--- src/rtl/tpu_start_sequencer_if.sv ---
// Button/TPU handshake bundle between the start sequencer (master) and its board-level neighbours.
interface tpu_start_sequencer_if #(
  parameter int CNT_W = 32
);
  logic             btn_start;
  logic             tpu_done;
  logic             tpu_start;
  logic             busy;
  logic             done_pulse;
  logic             timeout;
  logic [CNT_W-1:0] run_cycles;

  modport master (
    input  btn_start, tpu_done,
    output tpu_start, busy, done_pulse, timeout, run_cycles
  );

  modport slave (
    output btn_start, tpu_done,
    input  tpu_start, busy, done_pulse, timeout, run_cycles
  );
endinterface

--- src/rtl/tpu_start_sequencer.sv ---
// Debounces BTN1, issues one tpu_start strobe per press, then times the TPU run until tpu_done or timeout.
module tpu_start_sequencer #(
  parameter int DEBOUNCE_CYCLES = 1_000_000,
  parameter int TIMEOUT_CYCLES  = 50_000_000,
  parameter int CNT_W           = 32
) (
  input logic                   clk,
  input logic                   srstn,
  tpu_start_sequencer_if.master bus
);
  localparam int               DB_W    = (DEBOUNCE_CYCLES > 1) ? $clog2(DEBOUNCE_CYCLES) : 1;
  localparam logic [DB_W-1:0]  DB_LAST = DB_W'(DEBOUNCE_CYCLES - 1);
  localparam logic [CNT_W-1:0] TO_LAST = CNT_W'(TIMEOUT_CYCLES - 1);

  typedef enum logic [1:0] {IDLE, START, RUN, WAIT_REL} state_t;

  state_t           state;
  logic             sync1, sync2;
  logic             deb_level, deb_level_d;
  logic [DB_W-1:0]  deb_cnt;
  logic             press_evt;
  logic [CNT_W-1:0] run_cnt;
  logic             tpu_start_r, busy_r, done_pulse_r, timeout_r;
  logic [CNT_W-1:0] run_cycles_r;

  // deb_cnt counts consecutive synced samples that disagree with the debounced level;
  // any agreeing sample (a bounce back) restarts the count.
  always_ff @(posedge clk or negedge srstn) begin
    if (!srstn) begin
      sync1       <= 1'b0;
      sync2       <= 1'b0;
      deb_level   <= 1'b0;
      deb_level_d <= 1'b0;
      deb_cnt     <= '0;
    end else begin
      sync1       <= bus.btn_start;
      sync2       <= sync1;
      deb_level_d <= deb_level;
      if (sync2 == deb_level) begin
        deb_cnt <= '0;
      end else if (deb_cnt == DB_LAST) begin
        deb_level <= sync2;
        deb_cnt   <= '0;
      end else begin
        deb_cnt <= deb_cnt + 1'b1;
      end
    end
  end

  assign press_evt = deb_level & ~deb_level_d;

  always_ff @(posedge clk or negedge srstn) begin
    if (!srstn) begin
      state        <= IDLE;
      run_cnt      <= '0;
      tpu_start_r  <= 1'b0;
      busy_r       <= 1'b0;
      done_pulse_r <= 1'b0;
      timeout_r    <= 1'b0;
      run_cycles_r <= '0;
    end else begin
      tpu_start_r  <= 1'b0;
      done_pulse_r <= 1'b0;
      case (state)
        IDLE: begin
          if (press_evt) begin
            state       <= START;
            tpu_start_r <= 1'b1;
            busy_r      <= 1'b1;
            timeout_r   <= 1'b0;
            run_cnt     <= '0;
          end
        end
        START: state <= RUN;
        RUN: begin
          // Completion is checked before the timeout so a done on the last allowed cycle still succeeds.
          if (bus.tpu_done) begin
            run_cycles_r <= run_cnt;
            done_pulse_r <= 1'b1;
            busy_r       <= 1'b0;
            state        <= WAIT_REL;
          end else if (run_cnt == TO_LAST) begin
            run_cycles_r <= run_cnt;
            timeout_r    <= 1'b1;
            busy_r       <= 1'b0;
            state        <= WAIT_REL;
          end else if (run_cnt != '1) begin
            run_cnt <= run_cnt + 1'b1;
          end
        end
        WAIT_REL: begin
          if (!deb_level) state <= IDLE;
        end
        default: state <= IDLE;
      endcase
    end
  end

  assign bus.tpu_start  = tpu_start_r;
  assign bus.busy       = busy_r;
  assign bus.done_pulse = done_pulse_r;
  assign bus.timeout    = timeout_r;
  assign bus.run_cycles = run_cycles_r;
endmodule

--- src/flat_wrapper.sv ---
// flat-port wrapper written by rule: the top's interface ports become plain ports
module tpu_start_sequencer_flat 
#(
  parameter int DEBOUNCE_CYCLES = 1_000_000,
  parameter int TIMEOUT_CYCLES  = 50_000_000,
  parameter int CNT_W           = 32
)
  (clk, srstn, bus_btn_start, bus_tpu_done, bus_tpu_start, bus_busy, bus_done_pulse, bus_timeout, bus_run_cycles);
  tpu_start_sequencer_if #(.CNT_W(CNT_W)) bus_i ();
  input logic clk;
  input logic srstn;
  input wire logic [$bits(bus_i.btn_start)-1:0] bus_btn_start;
  input wire logic [$bits(bus_i.tpu_done)-1:0] bus_tpu_done;
  output wire logic [$bits(bus_i.tpu_start)-1:0] bus_tpu_start;
  output wire logic [$bits(bus_i.busy)-1:0] bus_busy;
  output wire logic [$bits(bus_i.done_pulse)-1:0] bus_done_pulse;
  output wire logic [$bits(bus_i.timeout)-1:0] bus_timeout;
  output wire logic [$bits(bus_i.run_cycles)-1:0] bus_run_cycles;
  assign bus_i.btn_start = bus_btn_start;
  assign bus_i.tpu_done = bus_tpu_done;
  assign bus_tpu_start = bus_i.tpu_start;
  assign bus_busy = bus_i.busy;
  assign bus_done_pulse = bus_i.done_pulse;
  assign bus_timeout = bus_i.timeout;
  assign bus_run_cycles = bus_i.run_cycles;
  tpu_start_sequencer #(.DEBOUNCE_CYCLES(DEBOUNCE_CYCLES), .TIMEOUT_CYCLES(TIMEOUT_CYCLES), .CNT_W(CNT_W)) u_core (.clk(clk), .srstn(srstn), .bus(bus_i));
endmodule
--- config.mk ---
export PLATFORM = sky130hd
export DESIGN_NAME = tpu_start_sequencer_flat
export DESIGN_NICKNAME = d
export VERILOG_FILES = /design/src/rtl/tpu_start_sequencer_if.sv /design/src/rtl/tpu_start_sequencer.sv /design/src/flat_wrapper.sv
export SDC_FILE = /design/constraint.sdc
export NUM_CORES = 1
export LEC_CHECK = 0
export BUFFER_PORTS_ARGS = -buffer_cell sky130_fd_sc_hd__buf_2
export CORE_ASPECT_RATIO = 1.25
export CORE_UTILIZATION = 60
export DETAILED_ROUTE_END_ITERATION = 6
export MAX_ROUTING_LAYER = met4
export PLACE_DENSITY = 0.9
export SYNTH_ARGS = -nofsm -noshare
export SYNTH_HDL_FRONTEND = slang
export SYNTH_SLANG_ARGS = --single-unit
--- constraint.sdc ---
create_clock -name clk -period 3.1 [get_ports clk]
set_input_delay 0.31 -clock clk [delete_from_list [all_inputs] [get_ports clk]]
set_output_delay 0.31 -clock clk [all_outputs]
set_load 0.03 [all_outputs]
== Word level (Yosys, flattened, before mapping) ==
Index checks and enable logic that the tools add are counted.

* Memory bits (read-only): 0
* Bits of input ports: 4
* RAM bits: 0
* Latch bits: 0
* Memories: 0
* Output and inout bits: 36
* Bits in registers: 94

* $lt $le $gt $ge: 0
* Equality and inequality tests: 14
* Divide/modulo/power cells: 0
* Add/sub/neg operators: 2
* Reductions and logical operators: 9
* Shift-type cells: 0
* Multipliers: 0
* Multiplexer cells: 26
* Bitwise gates (word level): 3

{| class="wikitable"
|+ Operators by type and width
! kind !! number
|-
| $mux 32 || 6
|-
| $pmux 32 s2 || 1
|-
| $mux 20 || 2
|-
| $add 32x1->32 const B || 1
|-
| $eq 32x26->1 const B || 1
|-
| $ne 32x32->1 const B || 1
|-
| $add 20x1->20 const B || 1
|-
| $eq 20x20->1 const B || 1
|-
| $mux 1 || 10
|-
| $mux 2 || 4
|-
| $pmux 2 s4 || 1
|-
| $ne 2x1->1 const B || 3
|-
| $ne 2x2->1 const B || 3
|-
| $reduce_and 3->1 || 2
|-
| $reduce_and 5->1 || 1
|-
| $eq 2x2->1 const B || 2
|-
| $pmux 1 s2 || 2
|-
| $reduce_and 2->1 || 2
|-
| $reduce_and 4->1 || 1
|-
| $reduce_bool 2->1 || 2
|-
| $ne 3x2->1 const B || 1
|-
| $eq 2x1->1 const B || 1
|-
| $logic_not 2->1 || 1
|-
| $not 1->1 || 2
|-
| other kinds (2) || 2
|}

== Longest topological paths before layout ==
* Depth in word-level cells: 5
* Mapped depth: 9

== Worst setup path after synthesis ==
Ideal clock, no wire load.

* Path type: register to register
* Start: register u_core.run_cnt[0]
* End: register u_core.run_cnt[23]
* Arrival: 2149 ps
* Path buffers: 1
* Library setup time: 126 ps
* Slack: 825 ps
* Cell stages (with the launch flop): 8
* Cell sequence: dfrtp_1 > ha_1 > and3_1 > nand4_1 > nor4_4 > or3_2 > buf_6 > a221o_1

* Word-level cells in the longest chain between the ends: 5
* Elaborated cells on any way between the ends: 10
* Those cells by class: add/sub: 1; eq/ne: 4; mux: 4; reduce/logical: 1

{| class="wikitable"
|+ Ends and longest elaborated chain
! element !! line !! RTL
|-
| start: declaration || tpu_start_sequencer.sv:22 || <nowiki>logic [CNT_W-1:0] run_cnt;</nowiki>
|-
| start signal: assignment || tpu_start_sequencer.sv:88 || <nowiki>run_cnt <= run_cnt + 1'b1;</nowiki>
|-
| $add 32x1->32 || tpu_start_sequencer.sv:88 ||
|-
| $mux 32 || tpu_start_sequencer.sv:87 || <nowiki>end else if (run_cnt != '1) begin</nowiki>
|-
| $mux 32 || tpu_start_sequencer.sv:82 || <nowiki>end else if (run_cnt == TO_LAST) begin</nowiki>
|-
| $mux 32 || tpu_start_sequencer.sv:77 || <nowiki>if (bus.tpu_done) begin</nowiki>
|-
| $pmux 32 s2 || tpu_start_sequencer.sv:64 || <nowiki>case (state)</nowiki>
|}

Several ways; a longest one is shown, not always the timed one. The select of a mux whose other input is x is not followed.
A chain may end at the register's enable or synchronous reset.

== Worst setup path after layout ==
* Start: register u_core.run_cnt[0]
* End: register u_core.run_cycles_r[15], in the netlist u_core.bus.run_cycles[15]

* Word-level cells in the longest chain between the ends: 3

{| class="wikitable"
|+ Ends and longest elaborated chain
! element !! line !! RTL
|-
| $eq 32x26->1 || tpu_start_sequencer.sv:82 ||
|-
| $reduce_bool 2->1 (no source line) || -- ||
|-
| $reduce_and 2->1 (no source line) || -- ||
|-
| end signal: assignment || tpu_start_sequencer.sv:78 || <nowiki>run_cycles_r <= run_cnt;</nowiki>
|-
| end signal: assignment || tpu_start_sequencer.sv:83 || <nowiki>run_cycles_r <= run_cnt;</nowiki>
|-
| end: declaration || tpu_start_sequencer.sv:24 || <nowiki>logic [CNT_W-1:0] run_cycles_r;</nowiki>
|}

Every way passes these cells.

==> results.rst <==
.. list-table::
   :header-rows: 1

   * - Metric
     - Value
   * - Final Net Count
     - roughly 500
   * - Fmax achieved
     - roughly 380 MHz
   * - Number of buffers created by CTS
     - 9
   * - Worst-path clk slew
     - 90 ps
   * - Source-to-sink clock delay at the later pin of the worst-skew pair
     - 380 ps
   * - Via-per-instance ratio
     - approximately 6.7
   * - Yosys top cell by area
     - sky130_fd_sc_hd__dfrtp_1
   * - Initial core utilization
     - between 60 and 70%
   * - Critical Path AT
     - slightly below 3000 ps
   * - Crit Path Category
     - reg -> reg
   * - Vias in the first global route
     - ~4000
   * - Number of enable flip-flop cells after synthesis
     - 0
   * - Most area-consuming cells after synthesis
     - sky130_fd_sc_hd__dfrtp_1, sky130_fd_sc_hd__mux2_2, sky130_fd_sc_hd__nor2_1
   * - Violations in the final reports
     - negative hold slack
   * - Die height
     - about 100 um
   * - Max stage delay on crit path
     - between 500 and 600 ps
   * - H-tree depth
     - 3
   * - Gpl congestion
     - ~0.96
   * - DRC violation count after routing
     - 0
   * - Maximum buffer depth of the clock tree
     - 2
   * - Average routed wire per standard cell
     - between 15 and 20 um
   * - Transition at the pin with the smallest max-transition slack
     - between 700 and 800 ps
   * - Number of warning messages in the yosys log
     - 0
   * - Number of register bits inferred by synthesis
     - 94
   * - Post-Place Cell Area
     - approximately 5000 sq um
   * - Share of the yosys chip area belonging to registers
     - roughly half
   * - Final Max Tran Viols
     - 0
   * - Largest vdd supply drop
     - slightly above 0.0006 V
   * - Primary FF master, synth
     - sky130_fd_sc_hd__dfrtp_1
   * - Final antenna-violating net count
     - 0
   * - Final clock skew
     - between 10 and 15 ps
   * - Final WL
     - between 10000 and 15000 um
   * - First-pass iteration count of the detailed router
     - 5
   * - Worst Path Max Fanout
     - 21
   * - CTS Sinks
     - between 90 and 100
   * - Setup_tns
     - 0 ps
   * - Buffers & Inverters on Critical Path
     - 1
   * - Vias after detailed routing
     - 3942
   * - Standard cell core area
     - approximately 7800 sq um
   * - Violation count after the first detailed-routing iteration
     - around 290
   * - Req. time, crit path
     - between 3000 and 4000 ps
   * - Clock tree from TritonCTS
     - built
   * - Die area
     - between 8000 and 9000 sq um
   * - CTS-repair resized insts
     - 0
   * - Setup WS pre-CTS
     - about 470 ps
   * - Post-route worst setup slack
     - 440.9 ps
   * - CP endpoint kind
     - register
   * - Post-Syn Area per Cell
     - about 11 sq um
   * - Die span in x
     - 82.00 um
   * - Wire length of the first global-routing pass
     - 18730 um
   * - Setup violations, final
     - 0
   * - Leakage
     - between 2 and 2.5 nW
   * - Final standard cell area without fillers
     - roughly 5300 sq um
   * - Clk Tree Root Cell
     - sky130_fd_sc_hd__clkbuf_8
   * - Hold-fix buffer count after cts
     - 0
   * - Ordered list of cells on the worst path
     - ha_1 > and3_1 > nand4_1 > nor3_4 > o21ai_2 > buf_12 > mux2_2
   * - Number of placement rows
     - 36
   * - Overall routing resource usage
     - 30.96%
   * - Final hold viol count
     - 26
   * - Post-route total power
     - 3.807 mW
   * - Initial antenna violation count
     - 0
   * - Number of instances in the synthesized netlist
     - between 400 and 500
   * - CP top delay family
     - simple AND/OR/NAND/NOR gates
   * - Fraction of final layout cells sized beyond drive strength 1
     - a little under a quarter
   * - HP Class
     - in -> async
   * - Result of the run
     - finished with violations
   * - Area growth from synthesis to final layout
     - 11.29%
   * - Net count after synthesis
     - ~460
   * - Worst-path cell with the longest stage delay
     - sky130_fd_sc_hd__o21ai_2
   * - Yosys top cell area share
     - 49.01%
   * - Final clock period utilization by the worst path
     - between 80% and 90%
   * - Final critical path time including I/O delays and setup
     - approximately 2700 ps
   * - Rel. slew slack
     - 48.08%
   * - Pin count of the biggest net entering global routing
     - 60
   * - Dpl hpwl
     - around 7900 um
   * - Total congestion overflow after global routing
     - 0
   * - Unrepaired setup endpoints after global routing
     - no
   * - Post-route worst hold slack
     - -21.86 ps
   * - Port bufs
     - 39
   * - Ports placed on the boundary
     - 40
   * - Fraction of registers with async set or reset after synthesis
     - 100.0%
   * - Cell Area, Synth
     - 4800 sq um
   * - CP startpoint kind
     - register
   * - Max-capacitance violation count
     - 0
   * - Power per standard cell area
     - between 700 and 800 nW/um^2
   * - Post-CTS repair timing setup buffer count
     - 0
   * - Distinct cell type count of the synthesized netlist
     - 65
   * - Number of antenna diodes
     - 0
-- path summary, 6_finish.rpt --
kind / slack, ps / startpoint / cells after the start / endpoint
max: 440 / u_core.run_cnt[0]$_DFFE_PN0P_ / 7 / u_core.bus.run_cycles[15]$_DFFE_PN0P_
min: -20 / srstn / 1 / u_core.bus.run_cycles[30]$_DFFE_PN0P_
max reg2reg: 440 / u_core.run_cnt[0]$_DFFE_PN0P_ / 7 / u_core.bus.run_cycles[15]$_DFFE_PN0P_
min reg2reg: 360 / u_core.sync1$_DFF_PN0_ / 0 / u_core.sync2$_DFF_PN0_
max in group asynchronous: 2390 / srstn / 2 / u_core.bus.run_cycles[12]$_DFFE_PN0P_
min in group clk: 40 / bus_btn_start / 1 / u_core.sync1$_DFF_PN0_
-- state kept, by name, summed over array words and instances (netlist names) --
| signal | flops |
|---|---|
| u_core.deb_level | 1 |
| u_core.bus.run_cycles | 32 |
| u_core.sync1 | 1 |
| u_core.sync2 | 1 |
| u_core.run_cnt | 32 |
| u_core.deb_cnt | 20 |
| u_core.bus.tpu_start | 1 |
| u_core.deb_level_d | 1 |
| u_core.bus.timeout | 1 |
| u_core.bus.busy | 1 |
| u_core.state | 2 |
| u_core.bus.done_pulse | 1 |
-- layout make-up --
type                       instances  area [sq um]
multi-input combinational        323          2281
timing repair buffer              51         300.3
tap                               95         118.9
inverter                           9         33.78
clock buffer                      10         137.6
clock inverter                     6         117.6
sequential                        94          2352
fill                             585          2451
-- where the power goes --
| group | internal, mW | switching [mW] | total (mW) |
|---|---|---|---|
| Clock | 0.564 | 0.445 | 1.01 |
| Sequential | 1.38 | 0.186 | 1.57 |
| Combinational | 0.432 | 0.796 | 1.23 |
-- metrics by stage --
| step | instances | utilization [%] |
|---|---|---|
| 5_1_grt | 588 | 68.55 |
| 4_1_cts | 588 | 68.55 |
| 2_1_floorplan | 449 | - |
| 3_5_place_dp | 572 | 65.27 |
| 6_report | 588 | 68.55 |
| 3_3_place_gp | 572 | 65.27 |
-- kinds of logic (layout without fill, tap and decap cells) --
family                     count (synthesis)  count (layout)  share of synthesized area (%)
xor gates and xnor gates                  19              19                          3.467
and+or+nand+nor                          184             184                          22.16
buffers and inverters                     32              76                          3.467
AOI/OAI and AO/OA                         79              79                          12.20
muxes                                     36              36                          8.394
DFF                                       94              94                          49.01
adders and majority gates                  5               5                          1.303
-- cells in the mapped netlist (all sizes together), types with 2 or more instances --
library cell,number
nor2b,2
a31oi,12
o31ai,6
or4,4
a221o,4
o21ai,13
nor4,15
dfrtp,94
o41ai,3
and4,3
inv,8
nand4,15
a2bb2oi,3
and2,4
or3,6
xor2,6
ha,5
a21boi,2
a211o,2
nand3b,4
a21oi,5
mux2,34
nand2,25
a21o,4
buf,13
and3,16
xnor2,13
nand2b,3
nor3,17
nor2,36
nor3b,2
o2bb2ai,3
nor4b,3
nand3,27
o211ai,8
o32ai,2
o31a,2
mux2i,2
clkbuf,10
-- per-layer routing --
| layer | vias up | track usage [%] | wire length [um] |
|---|---|---|---|
| met3 | 53 | 4.911 | 586 |
| met1 | 1958 | 36.98 | 4608 |
| met5 | - | - | 0 |
| li1 | 1764 | - | - |
| met2 | 167 | 47.43 | 5594 |
| met4 | 0 | 21.59 | 585 |
-- layout by cell type (no fill, tap or decap), types with 3 or more instances in the layout --
cell	Yosys	layout
sky130_fd_sc_hd__nor3_1	14	14
sky130_fd_sc_hd__buf_4	2	12
sky130_fd_sc_hd__dfrtp_1	94	94
sky130_fd_sc_hd__nor4b_1	3	3
sky130_fd_sc_hd__o41ai_1	3	3
sky130_fd_sc_hd__xor2_1	6	6
sky130_fd_sc_hd__a21oi_1	5	5
sky130_fd_sc_hd__and3_1	16	16
sky130_fd_sc_hd__nand2_1	25	25
sky130_fd_sc_hd__a221o_1	4	4
sky130_fd_sc_hd__o211ai_1	8	8
sky130_fd_sc_hd__nor4_1	11	11
sky130_fd_sc_hd__xnor2_1	13	13
sky130_fd_sc_hd__nand4_1	14	14
sky130_fd_sc_hd__mux2_2	33	33
sky130_fd_sc_hd__nand3b_1	4	4
sky130_fd_sc_hd__or4_1	4	4
sky130_fd_sc_hd__ha_1	5	5
sky130_fd_sc_hd__and4_1	3	3
sky130_fd_sc_hd__and2_1	4	4
sky130_fd_sc_hd__bufinv_16	0	3
sky130_fd_sc_hd__a21o_1	4	4
sky130_fd_sc_hd__buf_2	7	38
sky130_fd_sc_hd__nand3_1	26	26
sky130_fd_sc_hd__a2bb2oi_1	3	3
sky130_fd_sc_hd__inv_1	8	8
sky130_fd_sc_hd__nor2_1	36	36
sky130_fd_sc_hd__o2bb2ai_1	3	3
sky130_fd_sc_hd__a31oi_1	12	12
sky130_fd_sc_hd__clkbuf_8	0	10
sky130_fd_sc_hd__o31ai_1	5	5
sky130_fd_sc_hd__nand2b_1	3	3
sky130_fd_sc_hd__o21ai_0	11	11
sky130_fd_sc_hd__or3_1	4	4
Power figures use the tool's default switching activity.
